--- config.mk ---
export PLATFORM = sky130hd
export DESIGN_NAME = pipe_ctrl_flat
export DESIGN_NICKNAME = d
export VERILOG_FILES = /design/src/rtl/pipe_ctrl_if.sv /design/src/rtl/pipe_ctrl.sv /design/src/flat_wrapper.sv
export SDC_FILE = /design/constraint.sdc
export NUM_CORES = 1
export LEC_CHECK = 0
export BUFFER_PORTS_ARGS = -buffer_cell sky130_fd_sc_hd__buf_2
export CORE_MARGIN = 4
export CORE_UTILIZATION = 46
export CTS_CLUSTER_DIAMETER = 40
export DETAILED_ROUTE_END_ITERATION = 16
export PLACE_DENSITY = 0.85
export SETUP_SLACK_MARGIN = 0.02
export SLEW_MARGIN = 20
export SYNTH_ARGS = -nofsm -noshare
export SYNTH_HDL_FRONTEND = slang
export SYNTH_SLANG_ARGS = --single-unit
--- constraint.sdc ---
create_clock -name clk -period 2.4 [get_ports clk]
set_input_delay 0.72 -clock clk [delete_from_list [all_inputs] [get_ports clk]]
set_output_delay 0.72 -clock clk [all_outputs]
set_load 0.01 [all_outputs]
--- src/rtl/pipe_ctrl_if.sv ---
// Pipeline control bus: hazard/redirect requests from the stages toward
// pipe_ctrl, and the stall/flush commands plus counters it drives back.
interface pipe_ctrl_if #(
  parameter int STALL_CNT_W = 32,
  parameter int FLUSH_CNT_W = 16
);
  logic                   rdy;
  logic                   if_busy;
  logic                   if_done;
  logic                   id_load_use;
  logic                   mem_busy;
  logic                   ex_jump;
  logic [31:0]            ex_target;
  logic [2:0]             stall_command;
  logic [2:0]             jp;
  logic                   redirect_valid;
  logic [31:0]            redirect_pc;
  logic                   if_discard;
  logic [STALL_CNT_W-1:0] stall_cycles;
  logic [FLUSH_CNT_W-1:0] flush_count;

  // Pipeline stages: raise requests, consume commands.
  modport master (
    output rdy, if_busy, if_done, id_load_use, mem_busy, ex_jump, ex_target,
    input  stall_command, jp, redirect_valid, redirect_pc, if_discard,
           stall_cycles, flush_count
  );

  // Sequencer side.
  modport slave (
    input  rdy, if_busy, if_done, id_load_use, mem_busy, ex_jump, ex_target,
    output stall_command, jp, redirect_valid, redirect_pc, if_discard,
           stall_cycles, flush_count
  );
endinterface

--- src/rtl/pipe_ctrl.sv ---
// Central pipeline sequencer: arbitrates stall requests from IF/ID/MEM and
// redirects from EX, defers redirects while MEM is busy, discards the data
// of a fetch that was in flight when a redirect happened, and keeps
// stall/flush performance counters.
module pipe_ctrl #(
  parameter int STALL_CNT_W = 32,
  parameter int FLUSH_CNT_W = 16
) (
  input logic        clk,
  input logic        rst,
  pipe_ctrl_if.slave bus
);

  typedef enum logic [1:0] {
    RUN       = 2'd0,
    HOLD_JUMP = 2'd1,
    DISCARD   = 2'd2
  } state_t;

  localparam logic [2:0] STALL_NULL  = 3'd0;
  localparam logic [2:0] STALL_FETCH = 3'd1;
  localparam logic [2:0] STALL_ISSUE = 3'd3;
  localparam logic [2:0] STALL_ALL   = 3'd4;
  localparam logic [2:0] JP_REDIRECT = 3'b101;

  state_t                 state, state_nxt;
  logic [31:0]            tgt, tgt_nxt;
  logic [STALL_CNT_W-1:0] stall_cnt;
  logic [FLUSH_CNT_W-1:0] flush_cnt;

  logic [2:0]  stall_c;
  logic [2:0]  jp_c;
  logic        rv_c;
  logic [31:0] rpc_c;
  logic        disc_c;

  // Saturating increment for the stall-cycle counter.
  function automatic logic [STALL_CNT_W-1:0] sat_inc(input logic [STALL_CNT_W-1:0] v);
    return (&v) ? v : v + STALL_CNT_W'(1);
  endfunction

  // Where to go after a redirect: keep discarding if the fetch is still out.
  function automatic state_t after_redirect(input logic busy, input logic done);
    return (busy && !done) ? DISCARD : RUN;
  endfunction

  // Command decode and next-state selection from current state and requests.
  always_comb begin
    stall_c   = STALL_NULL;
    jp_c      = 3'b000;
    rv_c      = 1'b0;
    rpc_c     = 32'd0;
    disc_c    = 1'b0;
    state_nxt = state;
    tgt_nxt   = tgt;
    if (rst) begin
      stall_c = STALL_ALL;
    end else if (!bus.rdy) begin
      stall_c = STALL_ALL;
      disc_c  = (state == DISCARD);
    end else begin
      case (state)
        HOLD_JUMP: begin
          if (bus.mem_busy) begin
            stall_c = STALL_ALL;
          end else begin
            jp_c      = JP_REDIRECT;
            rv_c      = 1'b1;
            rpc_c     = tgt;
            state_nxt = after_redirect(bus.if_busy, bus.if_done);
          end
        end
        DISCARD: begin
          disc_c = 1'b1;
          if (bus.mem_busy) begin
            stall_c = STALL_ALL;
            if (bus.ex_jump) begin
              tgt_nxt   = bus.ex_target;
              state_nxt = HOLD_JUMP;
            end else if (bus.if_done) begin
              state_nxt = RUN;
            end
          end else if (bus.ex_jump) begin
            jp_c      = JP_REDIRECT;
            rv_c      = 1'b1;
            rpc_c     = bus.ex_target;
            state_nxt = after_redirect(bus.if_busy, bus.if_done);
          end else begin
            stall_c = STALL_FETCH;
            if (bus.if_done) state_nxt = RUN;
          end
        end
        default: begin
          if (bus.mem_busy) begin
            stall_c = STALL_ALL;
            if (bus.ex_jump) begin
              tgt_nxt   = bus.ex_target;
              state_nxt = HOLD_JUMP;
            end
          end else if (bus.ex_jump) begin
            jp_c      = JP_REDIRECT;
            rv_c      = 1'b1;
            rpc_c     = bus.ex_target;
            state_nxt = after_redirect(bus.if_busy, bus.if_done);
          end else if (bus.id_load_use) begin
            stall_c = STALL_ISSUE;
          end else if (bus.if_busy) begin
            stall_c = STALL_FETCH;
          end
        end
      endcase
    end
  end

  // State, latched redirect target and performance counters.
  always_ff @(posedge clk) begin
    if (rst) begin
      state     <= RUN;
      tgt       <= 32'd0;
      stall_cnt <= '0;
      flush_cnt <= '0;
    end else if (bus.rdy) begin
      state <= state_nxt;
      tgt   <= tgt_nxt;
      if (stall_c != STALL_NULL) stall_cnt <= sat_inc(stall_cnt);
      if (rv_c) flush_cnt <= flush_cnt + FLUSH_CNT_W'(1);
    end
  end

  assign bus.stall_command  = stall_c;
  assign bus.jp             = jp_c;
  assign bus.redirect_valid = rv_c;
  assign bus.redirect_pc    = rpc_c;
  assign bus.if_discard     = disc_c;
  assign bus.stall_cycles   = stall_cnt;
  assign bus.flush_count    = flush_cnt;

endmodule
--- src/flat_wrapper.sv ---
// flat-port wrapper written by rule: the top's interface ports become plain ports
module pipe_ctrl_flat 
#(
  parameter int STALL_CNT_W = 32,
  parameter int FLUSH_CNT_W = 16
)
  (clk, rst, bus_rdy, bus_if_busy, bus_if_done, bus_id_load_use, bus_mem_busy, bus_ex_jump, bus_ex_target, bus_stall_command, bus_jp, bus_redirect_valid, bus_redirect_pc, bus_if_discard, bus_stall_cycles, bus_flush_count);
  pipe_ctrl_if #(.STALL_CNT_W(STALL_CNT_W), .FLUSH_CNT_W(FLUSH_CNT_W)) bus_i ();
  input logic clk;
  input logic rst;
  input wire logic [$bits(bus_i.rdy)-1:0] bus_rdy;
  input wire logic [$bits(bus_i.if_busy)-1:0] bus_if_busy;
  input wire logic [$bits(bus_i.if_done)-1:0] bus_if_done;
  input wire logic [$bits(bus_i.id_load_use)-1:0] bus_id_load_use;
  input wire logic [$bits(bus_i.mem_busy)-1:0] bus_mem_busy;
  input wire logic [$bits(bus_i.ex_jump)-1:0] bus_ex_jump;
  input wire logic [$bits(bus_i.ex_target)-1:0] bus_ex_target;
  output wire logic [$bits(bus_i.stall_command)-1:0] bus_stall_command;
  output wire logic [$bits(bus_i.jp)-1:0] bus_jp;
  output wire logic [$bits(bus_i.redirect_valid)-1:0] bus_redirect_valid;
  output wire logic [$bits(bus_i.redirect_pc)-1:0] bus_redirect_pc;
  output wire logic [$bits(bus_i.if_discard)-1:0] bus_if_discard;
  output wire logic [$bits(bus_i.stall_cycles)-1:0] bus_stall_cycles;
  output wire logic [$bits(bus_i.flush_count)-1:0] bus_flush_count;
  assign bus_i.rdy = bus_rdy;
  assign bus_i.if_busy = bus_if_busy;
  assign bus_i.if_done = bus_if_done;
  assign bus_i.id_load_use = bus_id_load_use;
  assign bus_i.mem_busy = bus_mem_busy;
  assign bus_i.ex_jump = bus_ex_jump;
  assign bus_i.ex_target = bus_ex_target;
  assign bus_stall_command = bus_i.stall_command;
  assign bus_jp = bus_i.jp;
  assign bus_redirect_valid = bus_i.redirect_valid;
  assign bus_redirect_pc = bus_i.redirect_pc;
  assign bus_if_discard = bus_i.if_discard;
  assign bus_stall_cycles = bus_i.stall_cycles;
  assign bus_flush_count = bus_i.flush_count;
  pipe_ctrl #(.STALL_CNT_W(STALL_CNT_W), .FLUSH_CNT_W(FLUSH_CNT_W)) u_core (.clk(clk), .rst(rst), .bus(bus_i));
endmodule
==> flow_metrics.env, run 1 <==
export IMPL_status="finished with violations"
export IMPL_violations="negative setup slack"
export IMPL_yosys_area_share_simple_pct=27.0
export IMPL_die_w_um=102
export IMPL_fill_cells=731
export IMPL_numPortBuffers=126
export IMPL_clk_latency_ns=0.35
export IMPL_max_freq_ghz=0.411
export IMPL_fin_crit_sh_pct=101
export IMPL_synth_warnings=0
export IMPL_yosysMostFrequentCell="a21oi_1"
export IMPL_final_layout_size_suffix_gt1_share_pct=33.9
export IMPL_cts_max_path_buffers=2
export IMPL_antenna_found_initial=1
export IMPL_final_antenna_net_count=0
export IMPL_synth_compound_area_share_pct=22.4
export IMPL_routed_wl_um=12700
export IMPL_worstSetupStartpoint="bus_mem_busy"
export IMPL_grt_pass1_wl_um=19200
export IMPL_yosysTopAreaCell="dfxtp_1"
export IMPL_setup_violations=8
export IMPL_cts_tree="done"
export IMPL_total_leakage_power_nw=2.21
export IMPL_place_hpwl_um=7840
export IMPL_nNetsFinal=742
export IMPL_tightest_slew_ns=0.850
export IMPL_power_total_mw=2.88
export IMPL_drt_wirelength_per_cell_um=15.7
export IMPL_initial_core_util_pct=47.0
export IMPL_grt_setup_unrepaired="yes"
export IMPL_cts_root_buf="clkbuf_8"
export IMPL_synthAdderAreaFrac_pct=1.23
export IMPL_irDropWorstVdd_v=0.000336
export IMPL_numCtsBuffers=9
export IMPL_worstSetupStartpointType="primary input"
export IMPL_worst_clock_skew_ns=0.0120
export IMPL_maxCapViolations=0
export IMPL_async_flop_share_pct=0
export IMPL_syn_cell_area_mm2=0.00408
export IMPL_ys_top_cells_by_area="dfxtp_1 (40%), a21oi_1 (16%), nand2_1 (7.8%)"
export IMPL_crit_family="buffers and inverters"
export IMPL_synthMuxAreaShare_pct=0.521
export IMPL_io_pins=128
export IMPL_core_area_mm2=0.00868
export IMPL_relSlewSlack_pct=43.3
export IMPL_crit_required_ns=1.68
export IMPL_crit_path_end_kind="output port"
export IMPL_finalNonFillerCells=810
export IMPL_drc=0
export IMPL_floorplan_die_area_mm2=0.0104
export IMPL_timing_rr_start="u_core.state[0]"
export IMPL_first_pass_iters=5
export IMPL_first_iter_violations=181
export IMPL_cpMaxStageDelayCell="nor4_4"
export IMPL_synth_nets=601
export IMPL_grt_max_degree=84
export IMPL_syn_to_final_growth_pct=39.4
export IMPL_netlist_top_cells_count="a21oi_1 (129), nand2_1 (85), dfxtp_1 (82)"
export IMPL_final_setup_worst_slack_ns=-0.0316
export IMPL_cp_slowest_stage_delay_ns=0.26
export IMPL_synth_top_area_share_pct=40.2
export IMPL_synth_top_family_by_area="simple AND/OR/NAND/NOR gates"
export IMPL_multi_input_area_mm2=0.00244
export IMPL_antennaDiodeCount=0
export IMPL_dp_cells=773
export IMPL_power_density_mw_per_mm2=506
export IMPL_synth_distinct_cells=39
export IMPL_worstPathCellList="buf_8 > nor3b_4 > buf_12 > clkinv_8 > nor4_4 > buf_2"
export IMPL_arrival_ns=1.71
export IMPL_overflow=0
export IMPL_hold_buffers=0
export IMPL_yosys_register_bits=82
export IMPL_path_clk_slew_ns=0.08
export IMPL_h_tree_depth=3
export IMPL_synth_flop_cell="dfxtp_1"
export IMPL_grtUsageTotal_pct=22.5
export IMPL_clock_sinks=82
export IMPL_seq_area_mm2=0.00164
export IMPL_ys_seq_area_share_pct=40.2
export IMPL_syn_area_per_cell_um2=7.32
export IMPL_synth_edf_count=0
export IMPL_cp_max_fo=5
export IMPL_hp_start="u_core.tgt[21]"
export IMPL_synth_xor_area_share_pct=3.22
export IMPL_hp_class="flip-flop to flip-flop"
export IMPL_place_gp_congestion=0.830
export IMPL_final_core_util_pct=65.5
export IMPL_rows=34
export IMPL_critPathKind="primary input to output port"
export IMPL_vias=4563
export IMPL_path_buf_inv=4
export IMPL_fin_crit_ns=2.43
export IMPL_finalHoldViolations=0
export IMPL_grt_pass1_vias=4164
export IMPL_synth_cells=557
export IMPL_drv_slew=0
export IMPL_via_per_inst=5.63
export IMPL_fp_dieH_um=102
-- tightest hold or removal path, stage by stage (launching register included) --
cell     delay [ns]
dfxtp_1        0.32
nand2_1        0.05
a21oi_1        0.06
-- area by class of cell --
cell class              count  share of cell area (%)
well taps                 108                    2.38
clock inverters             5                   0.969
repair buffers            171                    21.3
multi-input cells         422                    42.9
inverters                  12                    1.06
clock buffers              10                    2.42
flip-flops and latches     82                    28.9
-- placed cells by master, fill, tap and decap left out, types with 14 or more instances in the layout --
| cell type | count |
|---|---|
| nand2_1 | 83 |
| a21oi_2 | 30 |
| nand3_1 | 14 |
| nand4_1 | 16 |
| or3_1 | 21 |
| o21ai_0 | 19 |
| or4_1 | 16 |
| dfxtp_1 | 80 |
| buf_2 | 122 |
| buf_4 | 26 |
| a21oi_1 | 98 |
| nor2_1 | 55 |
-- sequential cells by signal (all words and copies together), names as in the netlist --
signal	cells
u_core.state	2
u_core.bus.flush_count	16
u_core.tgt	32
u_core.bus.stall_cycles	32
-- layer usage --
layer / part of all wire, % / GRT usage, % / up-vias
li1: - / - / 2249
met1: 41 / 26.8 / 2130
met4: 1.7 / 6.36 / 2
met5: 0.094 / 0 / -
met2: 51 / 40.1 / 162
met3: 7.1 / 5.67 / 20
-- per-stage QoR --
stage               setup TNS (ns)  hold slack, ns  instance area (µm²)  setup slack (ns)
floorplan                        0           0.437                 4090            0.0406
global placement           -0.0798           0.443                 4920           -0.0417
detailed placement          -0.408           0.450                 4920           -0.0870
CTS                          -1.99           0.467                 5440           -0.0721
global route                 -2.51           0.494                 5680            -0.127
finish                      -0.139           0.468                 5680           -0.0316
-- cell families (layout without fill, tap and decap cells) --
| family | after synthesis | in the layout |
|---|---|---|
| compound gates | 169 | 169 |
| xor+xnor | 15 | 15 |
| fa+ha+maj | 4 | 4 |
| buf+inv | 53 | 198 |
| flops | 82 | 82 |
| mux | 2 | 2 |
| other cells | 1 | 1 |
| simple gates | 231 | 231 |
-- path summary, 6_finish.rpt --
path / slack (ns) / cells after the start / to
min reg2reg: 0.47 / 2 / u_core.tgt[21]
max: -0.03 / 6 / bus_stall_command[0]
min: 0.47 / 2 / u_core.tgt[21]
max reg2reg: 0.10 / 8 / u_core.bus.stall_cycles[15]
-- power by group --
| group | switching (mW) | internal (mW) |
|---|---|---|
| clock | 0.494 | 0.500 |
| sequential | 0.0213 | 1.38 |
| combinational | 0.265 | 0.211 |
| total | 0.780 | 2.10 |
-- repair_timing --
action                                  4_1_cts  5_1_grt
setup buffers                                 9        8
pin swaps                                    31       19
cloned                                        3        5
resized for setup                            44       31
endpoints found under the setup margin       36       44
(Power assumes the default switching activity.)
==> inputs of run 2 (changes only) <==
==> constraint.sdc (replaced) <==
create_clock -name clk -period 2.4 [get_ports clk]
set_input_delay 0.24 -clock clk [delete_from_list [all_inputs] [get_ports clk]]
set_output_delay 0.24 -clock clk [all_outputs]
set_load 0.01 [all_outputs]
==> flow_metrics.env, run 2 (synthesized netlist as in run 1, its figures left out) <==
export IMPL_finalNonFillerCells=783
export IMPL_h_tree_depth=3
export IMPL_first_iter_violations=233
export IMPL_grtUsageTotal_pct=20.2
export IMPL_crit_required_ns=2.66
export IMPL_drv_slew=0
export IMPL_arrival_ns=2.54
export IMPL_final_layout_size_suffix_gt1_share_pct=25.5
export IMPL_numPortBuffers=126
export IMPL_first_pass_iters=4
export IMPL_status="completed"
export IMPL_cts_max_path_buffers=2
export IMPL_worst_clock_skew_ns=0.0142
export IMPL_worstSetupStartpointType="flip-flop"
export IMPL_drc=0
export IMPL_drt_wirelength_per_cell_um=14.3
export IMPL_final_common_cell="a21oi_1"
export IMPL_hold_buffers=0
export IMPL_power_density_mw_per_mm2=560
export IMPL_path_clk_slew_ns=0.08
export IMPL_die_w_um=102
export IMPL_grt_max_degree=85
export IMPL_io_pins=128
export IMPL_fin_crit_ns=2.28
export IMPL_dp_cells=763
export IMPL_setup_violations=0
export IMPL_syn_to_final_growth_pct=24.7
export IMPL_final_setup_worst_slack_ns=0.116
export IMPL_p_sw_share_pct=24.4
export IMPL_numCtsBuffers=9
export IMPL_power_total_mw=2.85
export IMPL_total_leakage_power_nw=1.99
export IMPL_p_int_mw=2.15
export IMPL_core_area_mm2=0.00868
export IMPL_initial_core_util_pct=47.0
export IMPL_power_switching_mw=0.696
export IMPL_clkPwrFrac_pct=38.8
export IMPL_tightest_slew_ns=0.876
export IMPL_grt_setup_unrepaired="yes"
export IMPL_irDropWorstVdd_v=0.000382
export IMPL_floorplan_die_area_mm2=0.0104
export IMPL_post_place_ws_ns=0.0794
export IMPL_p_seq_share_pct=49.2
export IMPL_clock_sinks=82
export IMPL_place_hpwl_um=7800
export IMPL_final_cell_mix="a21oi_1 (128), buf_2 (126), nand2_1 (85), dfxtp_1 (79), nor2_1 (57)"
export IMPL_fin_setup_tns_ns=0
export IMPL_relSlewSlack_pct=41.6
export IMPL_max_freq_ghz=0.438
export IMPL_cts_tree="done"
export IMPL_fin_crit_sh_pct=95.1
export IMPL_cts_root_buf="clkbuf_8"
export IMPL_worstPathCellList="nand4_1 > or3_1 > a2111o_2 > or4_1 > a21oi_1"
export IMPL_finalHoldViolations=0
export IMPL_via_per_inst=5.65
export IMPL_nNetsFinal=715
export IMPL_critPathKind="flip-flop to flip-flop"
export IMPL_combPwrFrac_pct=12.0
export IMPL_grt_pass1_vias=3909
export IMPL_antennaDiodeCount=0
export IMPL_vias=4422
export IMPL_final_antenna_net_count=0
export IMPL_fp_dieH_um=102
export IMPL_maxCapViolations=0
export IMPL_rows=34
export IMPL_antenna_found_initial=0
export IMPL_hp_class="primary input to flip-flop"
export IMPL_place_gp_congestion=0.875
export IMPL_grt_pass1_wl_um=17400
export IMPL_routed_wl_um=11200
export IMPL_overflow=0
export IMPL_clk_latency_ns=0.34
export IMPL_crit_path_end_kind="flip-flop"
export IMPL_cp_max_fo=13
export IMPL_cpMaxStageDelayCell="or4_1"
export IMPL_cp_slowest_stage_delay_ns=0.49
## run 2: changes by cell type in the layout (fill, tap and decap cells not counted), sizes merged
cell	delta
clkinvlp	-2
bufinv	+1
inv	+1
clkinv	-3
buf	-24
## run 2: repair_timing
item / CTS / global route
setup endpoints to repair: 0 / 33
endpoints found under the hold margin: 0 / 0
resized for setup: 0 / 12
setup buffers: 0 / 4
## run 2: metrics by stage
stage / area (µm²) / util, % / hold WS (ns)
floorplan: 4080 / - / 0.376
global placement: 4790 / 55.2 / 0.442
detailed placement: 4790 / 55.2 / 0.447
CTS: 5010 / 57.8 / 0.132
global route: 5090 / 58.6 / 0.133
finish: 5090 / 58.6 / 0.142
## run 2: path summary, 6_finish.rpt
path	to	from	slack [ns]	cells past startpoint
max	u_core.bus.stall_cycles[21]	u_core.bus.stall_cycles[2]	0.12	5
min	u_core.tgt[7]	bus_ex_target[7]	0.14	3
max reg2reg	u_core.bus.stall_cycles[21]	u_core.bus.stall_cycles[2]	0.12	5
min reg2reg	u_core.tgt[16]	u_core.tgt[16]	0.46	2
## run 2: area by class of cell
type	instances	area [µm²]
fillers	814	3590
multi-input cells	422	2260
flip-flops and latches	82	1650
repair buffers	144	782
clock buffers	13	159
well taps	108	135
clock inverters	2	60.1
inverters	12	45.0
## run 2: power by group through the flow
stage / combinational, mW / clock [mW] / sequential, mW
5_1_grt: 0.378 / 1.19 / 1.40
2_1_floorplan: 0.208 / 0 / 1.43
3_3_place_gp: 0.322 / 0 / 1.43
4_1_cts: 0.332 / 1.13 / 1.40
3_5_place_dp: 0.331 / 0 / 1.43
6_report: 0.341 / 1.11 / 1.40
## run 2: critical path, delay by kind of cell, from the launching register on
kind	cells	cell delay [ns]
AND/OR/NAND/NOR	3	1.15
AO/OA/AOI/OAI	2	0.62
flip-flops	1	0.43
## run 2: layer usage
metal | vias to the layer above | GRT usage [%] | routed length [µm]
met5 | - | 0 | 0
met4 | 0 | 6.56 | 175
met3 | 21 | 4.44 | 861
met2 | 156 | 34.7 | 5410
met1 | 2052 | 25.2 | 4740
li1 | 2193 | - | -
